`src/rtl/regmode_cfg_pkg.sv`:
```
// Shared types and constants for the RegisterMode configuration controller.
//   field_e : address field selector (low two bits of cfg_addr)
//   state_e : request FSM states
//   MODE_*  : mode encodings understood by the datapath slices
//   idx_width(): slice index width derived from the slice count (minimum 1)
package regmode_cfg_pkg;

    typedef enum logic [1:0] {
        FLD_MODE  = 2'd0,
        FLD_CONST = 2'd1,
        FLD_VALUE = 2'd2,
        FLD_RSVD  = 2'd3
    } field_e;

    typedef enum logic [1:0] {
        IDLE = 2'd0,
        EXEC = 2'd1,
        RESP = 2'd2
    } state_e;

    localparam logic [1:0] MODE_CONST  = 2'h0;
    localparam logic [1:0] MODE_BYPASS = 2'h1;

    function automatic int idx_width(input int n);
        return (n > 1) ? $clog2(n) : 1;
    endfunction

endpackage

```
`src/rtl/regmode_cfg_ctrl_if.sv`:
```
// Request/response bus of the configuration controller.
//   cfg_valid/cfg_ready  : request handshake, with cfg_write, cfg_addr
//                          ({slice index, field}) and cfg_wdata
//   rsp_valid/rsp_ready  : response handshake, with rsp_rdata and rsp_err
// master = requester side, slave = controller side.
interface regmode_cfg_ctrl_if #(
    parameter int ADDR_W = 4,
    parameter int WIDTH  = 4
);
    logic              cfg_valid;
    logic              cfg_ready;
    logic              cfg_write;
    logic [ADDR_W-1:0] cfg_addr;
    logic [WIDTH-1:0]  cfg_wdata;
    logic              rsp_valid;
    logic              rsp_ready;
    logic [WIDTH-1:0]  rsp_rdata;
    logic              rsp_err;

    modport master (
        output cfg_valid, cfg_write, cfg_addr, cfg_wdata, rsp_ready,
        input  cfg_ready, rsp_valid, rsp_rdata, rsp_err
    );

    modport slave (
        input  cfg_valid, cfg_write, cfg_addr, cfg_wdata, rsp_ready,
        output cfg_ready, rsp_valid, rsp_rdata, rsp_err
    );
endinterface

```
`src/rtl/regmode_cfg_bank.sv`:
```
// Per-slice mode/const_ shadow register file.
//   CLK, RESET  : clock, synchronous active-high reset
//   we_mode     : write mode[idx] <= wdata[1:0]
//   we_const    : write const[idx] <= wdata
//   idx, wdata  : shared write/read slice index and write data
//   mode_out    : all modes, slice i at [2i+1:2i]
//   const_out   : all const_ values, slice i at [WIDTH*i +: WIDTH]
//   rd_mode, rd_const : read mux of slice idx
module regmode_cfg_bank
    import regmode_cfg_pkg::*;
#(
    parameter int NUM_REGS = 4,
    parameter int WIDTH    = 4,
    parameter int IDX_W    = 2
) (
    input  logic                      CLK,
    input  logic                      RESET,
    input  logic                      we_mode,
    input  logic                      we_const,
    input  logic [IDX_W-1:0]          idx,
    input  logic [WIDTH-1:0]          wdata,
    output logic [2*NUM_REGS-1:0]     mode_out,
    output logic [WIDTH*NUM_REGS-1:0] const_out,
    output logic [1:0]                rd_mode,
    output logic [WIDTH-1:0]          rd_const
);

    logic [NUM_REGS-1:0][1:0]       mode_q;
    logic [NUM_REGS-1:0][WIDTH-1:0] const_q;

    always_ff @(posedge CLK) begin
        if (RESET) begin
            for (int unsigned i = 0; i < NUM_REGS; i++) begin
                mode_q[i]  <= MODE_CONST;
                const_q[i] <= '0;
            end
        end else begin
            for (int unsigned i = 0; i < NUM_REGS; i++) begin
                if (we_mode && idx == IDX_W'(i))
                    mode_q[i] <= wdata[1:0];
                if (we_const && idx == IDX_W'(i))
                    const_q[i] <= wdata;
            end
        end
    end

    // Loop mux so an index past NUM_REGS reads zero instead of out of range.
    always_comb begin
        rd_mode  = '0;
        rd_const = '0;
        for (int unsigned i = 0; i < NUM_REGS; i++) begin
            if (idx == IDX_W'(i)) begin
                rd_mode  = mode_q[i];
                rd_const = const_q[i];
            end
        end
    end

    assign mode_out  = mode_q;
    assign const_out = const_q;

endmodule

```
`src/rtl/regmode_cfg_ctrl.sv`:
```
// Configuration controller for a bank of RegisterMode datapath slices.
// Owns the mode/const_ shadows, issues one-cycle config_we pulses, reads
// back mode, const_ or live register value, and freezes clk_en of the slice
// under access until its response is taken.
//   CLK, RESET      : clock, synchronous active-high reset
//   run             : global datapath run enable
//   cfg             : request/response bus (slave side)
//   mode_out        : per-slice mode, slice i at [2i+1:2i]
//   const_out       : per-slice const_
//   config_we_out   : one-hot config load pulse (EXEC cycle only)
//   config_data_out : shared config data, holds between writes
//   clk_en_out      : per-slice clk_en = run && !frozen
//   reg_value_in    : per-slice live register value
module regmode_cfg_ctrl
    import regmode_cfg_pkg::*;
#(
    parameter int NUM_REGS = 4,
    parameter int WIDTH    = 4
) (
    input  logic                      CLK,
    input  logic                      RESET,
    input  logic                      run,
    regmode_cfg_ctrl_if.slave         cfg,
    output logic [2*NUM_REGS-1:0]     mode_out,
    output logic [WIDTH*NUM_REGS-1:0] const_out,
    output logic [NUM_REGS-1:0]       config_we_out,
    output logic [WIDTH-1:0]          config_data_out,
    output logic [NUM_REGS-1:0]       clk_en_out,
    input  logic [WIDTH*NUM_REGS-1:0] reg_value_in
);

    localparam int IDX_W  = idx_width(NUM_REGS);
    localparam int ADDR_W = IDX_W + 2;

    state_e state_q, state_d;

    logic                       lat_write;
    logic [IDX_W-1:0]           lat_idx;
    field_e                     lat_field;
    logic [WIDTH-1:0]           lat_wdata;
    logic                       lat_idx_ok;

    logic [NUM_REGS-1:0]        freeze_q;
    logic                       rsp_valid_q;
    logic [WIDTH-1:0]           rsp_rdata_q;
    logic                       rsp_err_q;

    logic [IDX_W-1:0]           in_idx;
    field_e                     in_field;
    logic                       in_idx_ok;
    logic [NUM_REGS-1:0]        in_onehot;
    logic                       accept;

    logic                       we_mode, we_const;
    logic [WIDTH-1:0]           rd_data_d;
    logic                       rd_err_d;
    logic [1:0]                 rd_mode;
    logic [WIDTH-1:0]           rd_const;
    logic [NUM_REGS-1:0][WIDTH-1:0] reg_vals;

    assign reg_vals  = reg_value_in;
    assign in_idx    = cfg.cfg_addr[ADDR_W-1:2];
    assign in_field  = field_e'(cfg.cfg_addr[1:0]);
    assign in_idx_ok = 32'(in_idx) < NUM_REGS;
    // Out-of-range indices shift the bit off the top, giving an empty mask.
    assign in_onehot = NUM_REGS'(1) << in_idx;

    assign cfg.cfg_ready = (state_q == IDLE) && !RESET;
    assign accept        = (state_q == IDLE) && cfg.cfg_valid && !RESET;

    assign cfg.rsp_valid = rsp_valid_q;
    assign cfg.rsp_rdata = rsp_rdata_q;
    assign cfg.rsp_err   = rsp_err_q;

    assign clk_en_out = {NUM_REGS{run}} & ~freeze_q;

    always_comb begin
        state_d   = state_q;
        we_mode   = 1'b0;
        we_const  = 1'b0;
        rd_data_d = '0;
        rd_err_d  = !lat_idx_ok || (lat_field == FLD_RSVD);
        case (state_q)
            IDLE: begin
                if (accept)
                    state_d = EXEC;
            end
            EXEC: begin
                state_d  = RESP;
                we_mode  = lat_write && lat_idx_ok && (lat_field == FLD_MODE);
                we_const = lat_write && lat_idx_ok && (lat_field == FLD_CONST);
                if (!lat_write && !rd_err_d) begin
                    case (lat_field)
                        FLD_MODE:  rd_data_d[1:0] = rd_mode;
                        FLD_CONST: rd_data_d = rd_const;
                        FLD_VALUE: begin
                            for (int unsigned i = 0; i < NUM_REGS; i++)
                                if (lat_idx == IDX_W'(i))
                                    rd_data_d = reg_vals[i];
                        end
                        default:   rd_data_d = '0;
                    endcase
                end
            end
            RESP: begin
                if (cfg.rsp_ready)
                    state_d = IDLE;
            end
            default: state_d = IDLE;
        endcase
    end

    always_ff @(posedge CLK) begin
        if (RESET) begin
            state_q         <= IDLE;
            lat_write       <= 1'b0;
            lat_idx         <= '0;
            lat_field       <= FLD_MODE;
            lat_wdata       <= '0;
            lat_idx_ok      <= 1'b0;
            freeze_q        <= '0;
            config_we_out   <= '0;
            config_data_out <= '0;
            rsp_valid_q     <= 1'b0;
            rsp_rdata_q     <= '0;
            rsp_err_q       <= 1'b0;
        end else begin
            state_q       <= state_d;
            config_we_out <= '0;
            if (accept) begin
                lat_write  <= cfg.cfg_write;
                lat_idx    <= in_idx;
                lat_field  <= in_field;
                lat_wdata  <= cfg.cfg_wdata;
                lat_idx_ok <= in_idx_ok;
                if (in_idx_ok)
                    freeze_q <= freeze_q | in_onehot;
                // Pulse is registered at acceptance so it occupies exactly the
                // EXEC cycle and is cleared by reset like any other state.
                if (cfg.cfg_write && in_idx_ok && in_field == FLD_VALUE) begin
                    config_we_out   <= in_onehot;
                    config_data_out <= cfg.cfg_wdata;
                end
            end
            if (state_q == EXEC) begin
                rsp_valid_q <= 1'b1;
                rsp_rdata_q <= rd_data_d;
                rsp_err_q   <= rd_err_d;
            end
            if (state_q == RESP && cfg.rsp_ready) begin
                rsp_valid_q <= 1'b0;
                freeze_q    <= '0;
            end
        end
    end

    regmode_cfg_bank #(
        .NUM_REGS (NUM_REGS),
        .WIDTH    (WIDTH),
        .IDX_W    (IDX_W)
    ) u_bank (
        .CLK       (CLK),
        .RESET     (RESET),
        .we_mode   (we_mode),
        .we_const  (we_const),
        .idx       (lat_idx),
        .wdata     (lat_wdata),
        .mode_out  (mode_out),
        .const_out (const_out),
        .rd_mode   (rd_mode),
        .rd_const  (rd_const)
    );

endmodule

```
`src/flat_wrapper.sv`:
```
// flat-port wrapper written by rule: the top's interface ports become plain ports
module regmode_cfg_ctrl_flat import regmode_cfg_pkg::*;
#(
    parameter int NUM_REGS = 4,
    parameter int WIDTH    = 4
)
  (CLK, RESET, run, mode_out, const_out, config_we_out, config_data_out, clk_en_out, reg_value_in, cfg_cfg_valid, cfg_cfg_write, cfg_cfg_addr, cfg_cfg_wdata, cfg_rsp_ready, cfg_cfg_ready, cfg_rsp_valid, cfg_rsp_rdata, cfg_rsp_err);
  regmode_cfg_ctrl_if #(.ADDR_W((4)), .WIDTH(WIDTH)) cfg_i ();
  input  logic CLK;
  input  logic RESET;
  input  logic run;
  output logic [2*NUM_REGS-1:0] mode_out;
  output logic [WIDTH*NUM_REGS-1:0] const_out;
  output logic [NUM_REGS-1:0] config_we_out;
  output logic [WIDTH-1:0] config_data_out;
  output logic [NUM_REGS-1:0] clk_en_out;
  input  logic [WIDTH*NUM_REGS-1:0] reg_value_in;
  input wire logic [$bits(cfg_i.cfg_valid)-1:0] cfg_cfg_valid;
  input wire logic [$bits(cfg_i.cfg_write)-1:0] cfg_cfg_write;
  input wire logic [$bits(cfg_i.cfg_addr)-1:0] cfg_cfg_addr;
  input wire logic [$bits(cfg_i.cfg_wdata)-1:0] cfg_cfg_wdata;
  input wire logic [$bits(cfg_i.rsp_ready)-1:0] cfg_rsp_ready;
  output wire logic [$bits(cfg_i.cfg_ready)-1:0] cfg_cfg_ready;
  output wire logic [$bits(cfg_i.rsp_valid)-1:0] cfg_rsp_valid;
  output wire logic [$bits(cfg_i.rsp_rdata)-1:0] cfg_rsp_rdata;
  output wire logic [$bits(cfg_i.rsp_err)-1:0] cfg_rsp_err;
  assign cfg_i.cfg_valid = cfg_cfg_valid;
  assign cfg_i.cfg_write = cfg_cfg_write;
  assign cfg_i.cfg_addr = cfg_cfg_addr;
  assign cfg_i.cfg_wdata = cfg_cfg_wdata;
  assign cfg_i.rsp_ready = cfg_rsp_ready;
  assign cfg_cfg_ready = cfg_i.cfg_ready;
  assign cfg_rsp_valid = cfg_i.rsp_valid;
  assign cfg_rsp_rdata = cfg_i.rsp_rdata;
  assign cfg_rsp_err = cfg_i.rsp_err;
  regmode_cfg_ctrl #(.NUM_REGS(NUM_REGS), .WIDTH(WIDTH)) u_core (.CLK(CLK), .RESET(RESET), .run(run), .cfg(cfg_i), .mode_out(mode_out), .const_out(const_out), .config_we_out(config_we_out), .config_data_out(config_data_out), .clk_en_out(clk_en_out), .reg_value_in(reg_value_in));
endmodule
```
`config.mk`:
```
export PLATFORM = sky130hd
export DESIGN_NAME = regmode_cfg_ctrl_flat
export DESIGN_NICKNAME = d
export VERILOG_FILES = /design/src/rtl/regmode_cfg_pkg.sv /design/src/rtl/regmode_cfg_ctrl_if.sv /design/src/rtl/regmode_cfg_bank.sv /design/src/rtl/regmode_cfg_ctrl.sv /design/src/flat_wrapper.sv
export SDC_FILE = /design/constraint.sdc
export NUM_CORES = 1
export LEC_CHECK = 0
export BUFFER_PORTS_ARGS = -buffer_cell sky130_fd_sc_hd__buf_2
export CORE_ASPECT_RATIO = 0.5
export CORE_UTILIZATION = 40
export CTS_BUF_LIST = sky130_fd_sc_hd__clkbuf_8
export DETAILED_ROUTE_END_ITERATION = 7
export GPL_ROUTABILITY_DRIVEN = 0
export PLACE_DENSITY = 0.69
export SYNTH_ARGS = -nofsm -noshare
export SYNTH_HDL_FRONTEND = slang
export SYNTH_HIERARCHICAL = 1
export SYNTH_SLANG_ARGS = --single-unit
```
`constraint.sdc`:
```
create_clock -name CLK -period 2.1 [get_ports CLK]
set_input_delay 0.42 -clock CLK [delete_from_list [all_inputs] [get_ports CLK]]
set_output_delay 0.42 -clock CLK [all_outputs]
set_load 0.01 [all_outputs]
```
==> impl.org <==
** Clock network
- The number of gates resized after CTS was 0.
- Number of levels the H-tree was split into :: 2
- Counting the buffers created by CTS gives 5.
- After clock tree synthesis, the clock-pin slew on the worst setup and hold paths is 0.09 ns.
- Clock network latency to the later pin of the worst-skew pair :: 0.30 ns
- Setup repair bufs after CTS :: 0
- The root buffer cell chosen for the clock tree is sky130_fd_sc_hd__clkbuf_8.
- No sink is reached through more buffers than the 2 on the longest clock path.
- After clock tree synthesis, the flow added hold-fix buffers numbering 0.
- TritonCTS built the clock tree.
- CTS saw 54 sinks.

** Pwr
- Power spread over the standard cell area amounts to 629.7 mW/mm2.
- Across the VDD grid, the largest voltage drop is 384.8 uV.
- P_leak :: 1.409 nW

** Yosys
- Post-synth cell types :: 35
- During synthesis, Yosys emitted a total of 6 warnings.
- After synthesis, the cell types taking the most area are sky130_fd_sc_hd__dfxtp_1, sky130_fd_sc_hd__mux2i_1, sky130_fd_sc_hd__nand2b_1, sky130_fd_sc_hd__nand2_1, sky130_fd_sc_hd__a21oi_1.
- Summing every instance area after synthesis gives 0.002510 mm2.
- In this run, synthesis produced a sequential element count of 54.
- Counting flops with an async set or reset pin after synthesis yields a share of 0%.
- The synthesized design devotes to its leading area cell type 43.07% of total area.
- Yosys mapped a number of flops with a built-in enable equal to 0.
- A synthesized cell averages 9.921 um2.
- The number of nets in the synthesized netlist is 288.
- Synthesis handed over a netlist of 253 instances.
- Register area share after synthesis :: 43.07%
- Summed over all instances, the cell type with the most area after synthesis is sky130_fd_sc_hd__dfxtp_1.
- In the synthesized netlist the dominant register cell turns out to be sky130_fd_sc_hd__dfxtp_1.

** Critical path
- On the critical path, the stage with the largest delay is an instance of sky130_fd_sc_hd__mux4_1.
- Traced cell by cell, the critical path runs through buf_12 > mux4_1 > a222oi_1 > a221oi_1.
- Arrival time of the worst setup path :: 2.01 ns
- Max incr delay on CP :: 0.59 ns
- Crit path launch type :: flop
- Of all nets on the critical path, the largest fanout is 24.
- For the worst setup path, the data required time is 2.26 ns.
- Critical path endpoint category :: flop
- The critical path in this run is classified as flop to flop.

** Cells and area
- The finished cells cover 0.003042 mm2.
- Net count, final :: 357
- Cells with a size suffix above 1 make up 29.10% of the layout.
- The library cell used most frequently in the layout, excluding fill and tap cells, is sky130_fd_sc_hd__buf_2.
- 0 antenna diodes ended up in the layout.
- From synthesis to final layout, the design area changed by 21.19%.
- Most frequent cells in the layout :: sky130_fd_sc_hd__buf_2, sky130_fd_sc_hd__dfxtp_1, sky130_fd_sc_hd__mux2i_1, sky130_fd_sc_hd__nand2b_1, sky130_fd_sc_hd__nand2_1
- After filler insertion, the fill cell instance count of the layout stands at 539.
- Post-route non-filler standard cell count :: 407

** STA
- Highest achievable clock rate :: 543.3 MHz
- Setup total negative slack on the finished layout was measured at 0 ns.
- Setup repair after global routing missed its margin :: no
- Final number of max-transition violations :: 0
- Hold is met by 0.3565 ns.
- Final period demand of the worst path :: 1.841 ns
- # setup viols final :: 0
- The final count of hold timing violations came to 0.
- Post-route setup slack :: 0.2593 ns
- After layout, the worst path uses 87.65% of the clock period.
- Slew at the pin with the worst max-slew slack :: 0.6047 ns
- Max_slew headroom :: 59.12%
- Setup Skew :: 0.005851 ns

** Route
- Once detail routing completed, the nets flagged for antenna violations numbered 0.
- Number of DRC violations after detailed-routing iteration 0 :: 153
- Dividing the detail-routed via count by the number of cells gives 5.101.
- Summed over all layers, the routed wires come to 5752 um.
- The first TritonRoute pass finished after 4 iterations.
- In the final routed layout, each cell accounts on average for 14.13 um.
- The detailed router placed 2,076 vias in this run.
- In the routed design, unresolved DRC markers number 0.

** Floorplan
- The floorplan step defined a die boundary enclosing 0.006615 mm2.
- During I/O placement, the number of pins put on the boundary was 73.
- Overall die width :: 114.0 um
- The die is 58.01 um tall.
- Site row count :: 19
- The floorplan step defined a core boundary enclosing 0.005753 mm2.
- Initial cell density of the core :: 43.63%

** GRT
- Global-route wire length before repair :: 9315 um
- Global router's overall resource usage :: 17.99%
- Maximum number of pins on one net before global-route repair :: 51
- Initial antenna violation count :: 0
- The via count of the first global-routing pass came to 1,893.
- Aggregate global routing overflow :: 0

** Placement
- Prior to clock tree synthesis, the placed netlist has a worst setup slack of 0.2919 ns.
- Placed cell count :: 399
- Count of buffers from port buffering :: 72
- In this run the cell area measured after placement is 0.002933 mm2.
- Total half-perimeter wirelength after legalization and detailed placement :: 4367 um

** Min path
- In this run the worst hold path is classified as primary input to flop.

** Run
- Max Cap Viol :: 0

** Run status
- The flow ran to the end, and the final reports show no timing, DRC or antenna violations.
-- power breakdown --
group | leakage [nW] | total [mW] | switching, mW | internal, mW
registers | 0.437 | 1.06 | 0.0173 | 1.04
logic | 0.914 | 0.174 | 0.0941 | 0.0797
clock network | 0.0579 | 0.682 | 0.330 | 0.351
-- stage by stage --
step                total power, mW  util, %
floorplan                     1.193        -
global placement              1.253    50.98
detailed placement            1.257    50.98
CTS                           1.931    52.87
global route                  2.004    52.87
finish                        1.915    52.87
-- worst max-delay path: cells and delay by family (launching register included) --
kind	cells	cell delay, ns
mux	1	0.59
compound gates	2	0.55
flops	1	0.37
buf+inv	1	0.19
-- final timing paths --
path / from / end / slack [ns] / cells past startpoint
worst max-delay path: u_core/lat_idx[0] / u_core/cfg.rsp_rdata[3] / 0.26 / 4
worst min-delay path: cfg_cfg_addr[3] / u_core/config_we_out[1] / 0.36 / 2
worst max register to register: u_core/lat_idx[0] / u_core/cfg.rsp_rdata[3] / 0.26 / 4
worst min register to register: u_core/lat_wdata[3] / u_core/lat_wdata[3] / 0.46 / 2
-- layer usage --
layer | track usage (%) | vias to the layer above | routed length [um] | share of wire (%)
li1 | - | 1028 | - | -
met1 | 24.92 | 980 | 2701 | 47
met2 | 29.26 | 66 | 2630 | 46
met3 | 4.393 | 2 | 405 | 7.0
met4 | 2.783 | 0 | 14 | 0.24
met5 | 0 | - | 0 | 0
-- sequential cells by signal, summed over array words and instances (netlist names), 2 cells and up --
register                 flops
u_core/u_bank/const_out     16
u_core/u_bank/mode_out       8
u_core/cfg.rsp_rdata         4
u_core/config_data_out       4
u_core/config_we_out         4
u_core/freeze_q              4
u_core/lat_wdata             4
u_core/lat_field             2
u_core/lat_idx               2
u_core/state_q               2
-- final cells by class --
cell class / instances / area, um2 / area share, %
Clock buffer: 5 / 68.82 / 2.262
Sequential cell: 54 / 1081 / 35.54
Inverter: 6 / 22.52 / 0.7404
Clock inverter: 3 / 40.04 / 1.316
Multi-Input combinational cell: 178 / 1314 / 43.19
Tap cell: 84 / 105.1 / 3.455
Timing Repair Buffer: 77 / 410.4 / 13.49
-- kinds of logic (layout without fill, tap and decap cells) --
| logic type | Yosys count | count (layout) | share of synthesized area (%) |
|---|---|---|---|
| AND/OR/NAND/NOR | 98 | 98 | 22.88 |
| flip-flops | 54 | 54 | 43.07 |
| AO/OA/AOI/OAI | 39 | 39 | 9.172 |
| multiplexers | 36 | 36 | 17.80 |
| buffers and inverters | 21 | 91 | 4.586 |
| adder cells (fa/ha/maj) | 5 | 5 | 2.493 |
-- cells in the mapped netlist, drive strengths merged (2+ instances only) --
| cell type | count |
|---|---|
| nand3 | 3 |
| and3 | 3 |
| a21oi | 16 |
| nor3b | 3 |
| buf | 7 |
| a31oi | 2 |
| nand3b | 8 |
| mux4 | 6 |
| a22oi | 2 |
| nor2b | 5 |
| nor2 | 6 |
| clkbuf | 8 |
| mux2i | 30 |
| nor3 | 7 |
| nand2 | 29 |
| o21a | 4 |
| ha | 5 |
| dfxtp | 54 |
| inv | 6 |
| o21ai | 11 |
| a222oi | 2 |
| nand2b | 29 |
| nor4 | 2 |
| a221oi | 2 |
Note: power is estimated with default switching activity, not from simulation.
